**config.mk**
```make
export PLATFORM = sky130hd
export DESIGN_NAME = fp_posit_seq_ctrl_flat
export DESIGN_NICKNAME = d
export VERILOG_FILES = /design/src/rtl/fp_posit_seq_ctrl_pkg.sv /design/src/rtl/fp_posit_seq_ctrl_if.sv /design/src/rtl/fp_posit_seq_ctrl_serializer.sv /design/src/rtl/fp_posit_seq_ctrl.sv /design/src/flat_wrapper.sv
export SDC_FILE = /design/constraint.sdc
export NUM_CORES = 1
export LEC_CHECK = 0
export CAP_MARGIN = 5
export CELL_PAD_IN_SITES_DETAIL_PLACEMENT = 1
export CELL_PAD_IN_SITES_GLOBAL_PLACEMENT = 1
export CORE_UTILIZATION = 34
export CTS_BUF_LIST = sky130_fd_sc_hd__clkbuf_8
export DETAILED_ROUTE_END_ITERATION = 12
export HOLD_SLACK_MARGIN = 0.03
export PLACE_DENSITY_LB_ADDON = 0.1
export RECOVER_POWER = 50
export SLEW_MARGIN = 5
export SYNTH_ARGS = -nofsm -noshare
export SYNTH_HDL_FRONTEND = slang
export SYNTH_SLANG_ARGS = --single-unit
```
**constraint.sdc**
```tcl
create_clock -name clk -period 2.45 [get_ports clk]
set_input_delay 0.3675 -clock clk [delete_from_list [all_inputs] [get_ports clk]]
set_output_delay 0.3675 -clock clk [all_outputs]
set_load 0.01 [all_outputs]
```
**src/rtl/fp_posit_seq_ctrl_pkg.sv**
```systemverilog
// Shared types and constants for the FP16 x posit multiplier sequencer.
package fp_posit_seq_ctrl_pkg;

   localparam int ACT_WIDTH = 16;
   localparam int MAX_PREC  = 8;
   localparam int PREC_W    = 4;
   localparam int MIN_PREC  = 2;
   localparam int DONE_TO   = 3;
   localparam int CNT_W     = $clog2(MAX_PREC);
   localparam int TO_W      = $clog2(DONE_TO);

   typedef enum logic [2:0] {
      ST_IDLE,
      ST_CONFIG,
      ST_SHIFT,
      ST_WAIT,
      ST_RESULT
   } state_e;

   // Posit widths below 2 or above the datapath width are meaningless to the multiplier.
   function automatic logic [PREC_W-1:0] clamp_prec(input logic [PREC_W-1:0] p);
      if (p < PREC_W'(MIN_PREC)) return PREC_W'(MIN_PREC);
      if (p > PREC_W'(MAX_PREC)) return PREC_W'(MAX_PREC);
      return p;
   endfunction

endpackage

```
**src/rtl/fp_posit_seq_ctrl_if.sv**
```systemverilog
// Config, operand, multiplier and result signals of the sequencer, bundled as one bus.
interface fp_posit_seq_ctrl_if;
   import fp_posit_seq_ctrl_pkg::*;

   logic                 cfg_valid;
   logic [PREC_W-1:0]    cfg_precision;
   logic                 cfg_ready;
   logic                 in_valid;
   logic [ACT_WIDTH-1:0] in_act;
   logic [MAX_PREC-1:0]  in_w;
   logic                 in_ready;
   logic                 mul_set;
   logic [PREC_W-1:0]    mul_precision;
   logic [ACT_WIDTH-1:0] mul_act;
   logic                 mul_w;
   logic                 mul_valid;
   logic                 mul_sign;
   logic                 mul_done;
   logic                 out_valid;
   logic                 out_sign;
   logic                 out_ready;
   logic                 busy;
   logic                 err;

   modport slave (
      input  cfg_valid, cfg_precision, in_valid, in_act, in_w, mul_sign, mul_done, out_ready,
      output cfg_ready, in_ready, mul_set, mul_precision, mul_act, mul_w, mul_valid,
             out_valid, out_sign, busy, err
   );

   modport master (
      output cfg_valid, cfg_precision, in_valid, in_act, in_w, mul_sign, mul_done, out_ready,
      input  cfg_ready, in_ready, mul_set, mul_precision, mul_act, mul_w, mul_valid,
             out_valid, out_sign, busy, err
   );

endinterface

```
**src/rtl/fp_posit_seq_ctrl_serializer.sv**
```systemverilog
// Holds one posit weight and presents it MSB-first, one bit per shift, from bit prec-1 down.
module fp_posit_seq_ctrl_serializer
   import fp_posit_seq_ctrl_pkg::*;
(
   input  logic                clk,
   input  logic                rst,
   input  logic                load_i,
   input  logic [MAX_PREC-1:0] w_i,
   input  logic [PREC_W-1:0]   prec_i,
   input  logic                shift_i,
   output logic                bit_o,
   output logic                last_o
);

   logic [MAX_PREC-1:0] w_q, w_d;
   logic [CNT_W-1:0]    cnt_q, cnt_d;

   // NOTE: every combinational output gets a default first so no path can infer a latch.
   always_comb begin
      w_d   = w_q;
      cnt_d = cnt_q;
      if (load_i) begin
         w_d   = w_i;
         cnt_d = CNT_W'(prec_i - PREC_W'(1));
      end else if (shift_i && (cnt_q != '0)) begin
         cnt_d = cnt_q - CNT_W'(1);
      end
   end

   // NOTE: state is updated with non-blocking assignments so all registers see pre-edge values.
   always_ff @(posedge clk) begin
      if (rst) begin
         w_q   <= '0;
         cnt_q <= '0;
      end else begin
         w_q   <= w_d;
         cnt_q <= cnt_d;
      end
   end

   assign bit_o  = w_q[cnt_q];
   assign last_o = (cnt_q == '0);

endmodule

```
**src/rtl/fp_posit_seq_ctrl.sv**
```systemverilog
// Sequencer for the bit-serial FP16 x posit multiplier: config, serialise, await done, result.
module fp_posit_seq_ctrl
   import fp_posit_seq_ctrl_pkg::*;
(
   input  logic                clk,
   input  logic                rst,
   fp_posit_seq_ctrl_if.slave  bus
);

   state_e               state_q, state_d;
   logic                 configured_q, configured_d;
   logic [PREC_W-1:0]    prec_q, prec_d;
   logic [ACT_WIDTH-1:0] act_q, act_d;
   logic                 sign_q, sign_d;
   logic                 err_q, err_d;
   logic [TO_W-1:0]      to_q, to_d;
   logic                 in_ready;
   logic                 accept;
   logic                 ser_bit;
   logic                 ser_last;

   // A pending config request in IDLE blocks operands; RESULT can hand straight to SHIFT.
   assign in_ready = ((state_q == ST_IDLE) && configured_q && !bus.cfg_valid) ||
                     ((state_q == ST_RESULT) && bus.out_ready && configured_q);
   assign accept   = bus.in_valid && in_ready;

   fp_posit_seq_ctrl_serializer u_ser (
      .clk     (clk),
      .rst     (rst),
      .load_i  (accept),
      .w_i     (bus.in_w),
      .prec_i  (prec_q),
      .shift_i (state_q == ST_SHIFT),
      .bit_o   (ser_bit),
      .last_o  (ser_last)
   );

   always_comb begin
      state_d      = state_q;
      configured_d = configured_q;
      prec_d       = prec_q;
      act_d        = act_q;
      sign_d       = sign_q;
      err_d        = err_q;
      to_d         = to_q;
      case (state_q)
         ST_IDLE: begin
            if (bus.cfg_valid) begin
               prec_d  = clamp_prec(bus.cfg_precision);
               err_d   = 1'b0;
               state_d = ST_CONFIG;
            end else if (accept) begin
               act_d   = bus.in_act;
               state_d = ST_SHIFT;
            end
         end
         ST_CONFIG: begin
            configured_d = 1'b1;
            state_d      = ST_IDLE;
         end
         ST_SHIFT: begin
            to_d = '0;
            if (ser_last) state_d = ST_WAIT;
         end
         ST_WAIT: begin
            if (bus.mul_done) begin
               sign_d  = bus.mul_sign;
               state_d = ST_RESULT;
            end else if (to_q == TO_W'(DONE_TO - 1)) begin
               err_d   = 1'b1;
               sign_d  = 1'b0;
               state_d = ST_RESULT;
            end else begin
               to_d = to_q + TO_W'(1);
            end
         end
         ST_RESULT: begin
            if (bus.out_ready) begin
               if (accept) begin
                  act_d   = bus.in_act;
                  state_d = ST_SHIFT;
               end else begin
                  state_d = ST_IDLE;
               end
            end
         end
         default: state_d = ST_IDLE;
      endcase
   end

   always_ff @(posedge clk) begin
      if (rst) begin
         state_q      <= ST_IDLE;
         configured_q <= 1'b0;
         prec_q       <= '0;
         act_q        <= '0;
         sign_q       <= 1'b0;
         err_q        <= 1'b0;
         to_q         <= '0;
      end else begin
         state_q      <= state_d;
         configured_q <= configured_d;
         prec_q       <= prec_d;
         act_q        <= act_d;
         sign_q       <= sign_d;
         err_q        <= err_d;
         to_q         <= to_d;
      end
   end

   assign bus.in_ready      = in_ready;
   assign bus.cfg_ready     = (state_q == ST_IDLE);
   assign bus.mul_set       = (state_q == ST_CONFIG);
   assign bus.mul_precision = prec_q;
   assign bus.mul_act       = act_q;
   assign bus.mul_valid     = (state_q == ST_SHIFT);
   assign bus.mul_w         = (state_q == ST_SHIFT) && ser_bit;
   assign bus.out_valid     = (state_q == ST_RESULT);
   assign bus.out_sign      = sign_q;
   assign bus.busy          = (state_q != ST_IDLE);
   assign bus.err           = err_q;

endmodule

```
**src/flat_wrapper.sv**
```systemverilog
// flat-port wrapper written by rule: the top's interface ports become plain ports
module fp_posit_seq_ctrl_flat import fp_posit_seq_ctrl_pkg::*;
  (clk, rst, bus_cfg_valid, bus_cfg_precision, bus_in_valid, bus_in_act, bus_in_w, bus_mul_sign, bus_mul_done, bus_out_ready, bus_cfg_ready, bus_in_ready, bus_mul_set, bus_mul_precision, bus_mul_act, bus_mul_w, bus_mul_valid, bus_out_valid, bus_out_sign, bus_busy, bus_err);
  fp_posit_seq_ctrl_if bus_i ();
  input  logic clk;
  input  logic rst;
  input wire logic [$bits(bus_i.cfg_valid)-1:0] bus_cfg_valid;
  input wire logic [$bits(bus_i.cfg_precision)-1:0] bus_cfg_precision;
  input wire logic [$bits(bus_i.in_valid)-1:0] bus_in_valid;
  input wire logic [$bits(bus_i.in_act)-1:0] bus_in_act;
  input wire logic [$bits(bus_i.in_w)-1:0] bus_in_w;
  input wire logic [$bits(bus_i.mul_sign)-1:0] bus_mul_sign;
  input wire logic [$bits(bus_i.mul_done)-1:0] bus_mul_done;
  input wire logic [$bits(bus_i.out_ready)-1:0] bus_out_ready;
  output wire logic [$bits(bus_i.cfg_ready)-1:0] bus_cfg_ready;
  output wire logic [$bits(bus_i.in_ready)-1:0] bus_in_ready;
  output wire logic [$bits(bus_i.mul_set)-1:0] bus_mul_set;
  output wire logic [$bits(bus_i.mul_precision)-1:0] bus_mul_precision;
  output wire logic [$bits(bus_i.mul_act)-1:0] bus_mul_act;
  output wire logic [$bits(bus_i.mul_w)-1:0] bus_mul_w;
  output wire logic [$bits(bus_i.mul_valid)-1:0] bus_mul_valid;
  output wire logic [$bits(bus_i.out_valid)-1:0] bus_out_valid;
  output wire logic [$bits(bus_i.out_sign)-1:0] bus_out_sign;
  output wire logic [$bits(bus_i.busy)-1:0] bus_busy;
  output wire logic [$bits(bus_i.err)-1:0] bus_err;
  assign bus_i.cfg_valid = bus_cfg_valid;
  assign bus_i.cfg_precision = bus_cfg_precision;
  assign bus_i.in_valid = bus_in_valid;
  assign bus_i.in_act = bus_in_act;
  assign bus_i.in_w = bus_in_w;
  assign bus_i.mul_sign = bus_mul_sign;
  assign bus_i.mul_done = bus_mul_done;
  assign bus_i.out_ready = bus_out_ready;
  assign bus_cfg_ready = bus_i.cfg_ready;
  assign bus_in_ready = bus_i.in_ready;
  assign bus_mul_set = bus_i.mul_set;
  assign bus_mul_precision = bus_i.mul_precision;
  assign bus_mul_act = bus_i.mul_act;
  assign bus_mul_w = bus_i.mul_w;
  assign bus_mul_valid = bus_i.mul_valid;
  assign bus_out_valid = bus_i.out_valid;
  assign bus_out_sign = bus_i.out_sign;
  assign bus_busy = bus_i.busy;
  assign bus_err = bus_i.err;
  fp_posit_seq_ctrl u_core (.clk(clk), .rst(rst), .bus(bus_i));
endmodule
```
==> results.ini <==
[cts]
clock_latency_ns=0.29
cts_buffer_depth=2
cts_tree=yes
hold_buffers=0
clock-sinks=39
post_cts_buffers=0
h-tree-depth=2
cts_root_buf=clkbuf_8
cts_buffers=5
postCtsResizedCells=0
path_clk_slew_ns=0.08

[worst_setup_path]
critPathSlowestCell=mux4_2
crit_arrival_ns=1.93
cpPeakStageDelay_ns=0.53
path_delay_family=multiplexers
crit_type=reg2out
crit_chain=mux4_2 -> mux2i_1 -> nor2_1 -> clkdlybuf4s50_1
cp-end-kind=output port
cp.required_ns=2.08
r2r_cells=8
start_kind=register
path_buf_inv=1
critPathMaxFanout=7
crit_cells=4

[cells_and_area]
drive_above_1_share=0.0964
multi_input_area_um2=868
regArea_um2=782
final_cell_mix=40 x clkdlybuf4s50_1, 38 x nor2_1, 38 x dfxtp_1
area_delta_synth_final_pct=44.2
nets=285
final_area_mm2=0.00255
antenna_cells=0
final_common_cell=clkdlybuf4s50_1
final.fill_count=567

[yosys]
avgSynthCellArea_um2=9.72
synth_compound_area_frac=0.104
synthCells=182
synth_area_leaders=dfxtp_1 44%, mux2i_1 15%, nor2_1 8.1%
syn-num-nets=219
muxShareOfSynthArea=0.185
synthArstFlopShare=0
synthAdderAreaFrac=0.0141
yosys.area.top_type=dfxtp_1
synth_area_mm2=0.00177
synth_edf_count=0
synth_seq_cells=39
synth_top_area_share=0.441
synth_flop_cell=dfxtp_1
yosysSeqAreaShare=0.441
yosysWarnings=0
synth_top_family_by_area=multiplexers
synthXorXnorAreaFrac=0.00495
synth_simple_gate_area_frac=0.184
synth_cell_types=40

[power_and_ir_drop]
p_per_area_mw_per_mm2=583
totalPowerFinal_mw=1.49
leakage_nw=1.19
ir_drop_uv=287

[hold_path]
holdPathStages=2
hp-class=reg2reg

[timing]
fin_skew_ns=0.00650
maxSlewHeadroom=0.611
fin_crit_ns=2.30
fin_ws_ns=0.153
setup_violations=0
drv_slew=0
finalHoldViolCount=0
clock.fmax_mhz=435
period_share=0.938
tightestPinTransition_ns=0.580
fin_tns_setup_ns=0
rsz0062_at_grt=false

[placement]
dpl_cell_area_mm2=0.00245
hpwlAfterDp_um=3100
dp_slack_ns=0.184
io_buffers=63
gp_congestion=0.736

[die]
start_util=0.365
die-height_um=74.1
fp.coreArea_mm2=0.00485
placement_rows=25
die_area_mm2=0.00550
num_io_pins=64
die_x_um=74.1

[drt]
wl_um=4130
vias_per_cell=4.85
vias=1533
ant_nets=0
wire_per_inst_um=13.1
detail_route.first_pass.iterations=4
route.detailed.drc=0
drt_iter0_markers=88

[run_status]
status=finished, final reports clean

[grt]
first_global_vias=1551
antenna_found_initial=0
track_usage=0.168
grt_max_degree=29
grt_pass1_wl_um=7000
grt_overflow_total=0

[job]
cap_violations=0

-- synth_stat cells, types with 2 or more instances --
master / count
buf_6: 3
inv_1: 6
and2_1: 3
a21oi_1: 7
a2bb2oi_1: 2
a211oi_2: 2
a31oi_1: 3
buf_12: 2
clkbuf_1: 5
o21ai_0: 3
ha_1: 2
dfxtp_1: 39
mux2i_1: 27
nand3_1: 2
nand2_1: 10
nor2_1: 38
mux4_2: 2
nor3b_1: 2
nor3_1: 3
-- kinds of logic after synthesis --
kind of cell	Yosys count
and+or+nand+nor	68
buffers and inverters	17
DFF	39
adders and majority gates	2
muxes	30
xor gates and xnor gates	1
AOI/OAI and AO/OA	25
-- through the flow --
| step | utilization | hold slack [ns] | std cells |
|---|---|---|---|
| 6_report | 0.526 | 0.466 | 316 |
| 5_1_grt | 0.526 | 0.487 | 316 |
| 4_1_cts | 0.529 | 0.477 | 316 |
| 3_5_place_dp | 0.505 | 0.457 | 308 |
| 3_3_place_gp | 0.505 | 0.443 | 308 |
| 2_1_floorplan | - | 0.458 | 182 |
-- cell type report --
type                    count  area share
clock buffers               6      0.0324
clock inverters             2      0.0137
inverters                   7      0.0103
multi-input cells         126       0.340
flip-flops and latches     39       0.307
well taps                  67      0.0329
repair buffers             69       0.264
-- worst min-delay path: stages, from the launching register on --
cell and delay, ns:
dfxtp_1 0.31, nand2_1 0.05, a21oi_1 0.06
-- final timing paths --
| kind | startpoint | end | slack, ns |
|---|---|---|---|
| worst max register to register | u_core.state_q[2] | u_core.u_ser.cnt_q[2] | 0.45 |
| worst min-delay path | u_core.bus.mul_precision[3] | u_core.bus.mul_precision[3] | 0.47 |
| worst max-delay path | u_core.u_ser.cnt_q[0] | bus_mul_w | 0.15 |
| worst min register to register | u_core.bus.mul_precision[3] | u_core.bus.mul_precision[3] | 0.47 |
-- power by group --
group / switching [mW] / total, mW / internal (mW)
sequential: 0.0235 / 0.680 / 0.657
clock: 0.223 / 0.552 / 0.330
combinational: 0.114 / 0.255 / 0.141
-- state kept, by name, indices dropped and copies added (netlist names) --
name                      count
u_core.u_ser.w_q              8
u_core.bus.err                1
u_core.u_ser.cnt_q            3
u_core.bus.mul_precision      4
u_core.to_q                   2
u_core.state_q                3
u_core.bus.mul_act           16
u_core.configured_q           1
u_core.bus.out_sign           1
-- per-layer routing --
metal  GRT usage  up-vias  wire length (um)
met3      0.0556        7               266
met1       0.196      726              1910
li1            -      757                 -
met4      0.0577        0                52
met5           0        -                 0
met2       0.290       43              1900
Note: power is estimated with default switching activity, not from simulation.
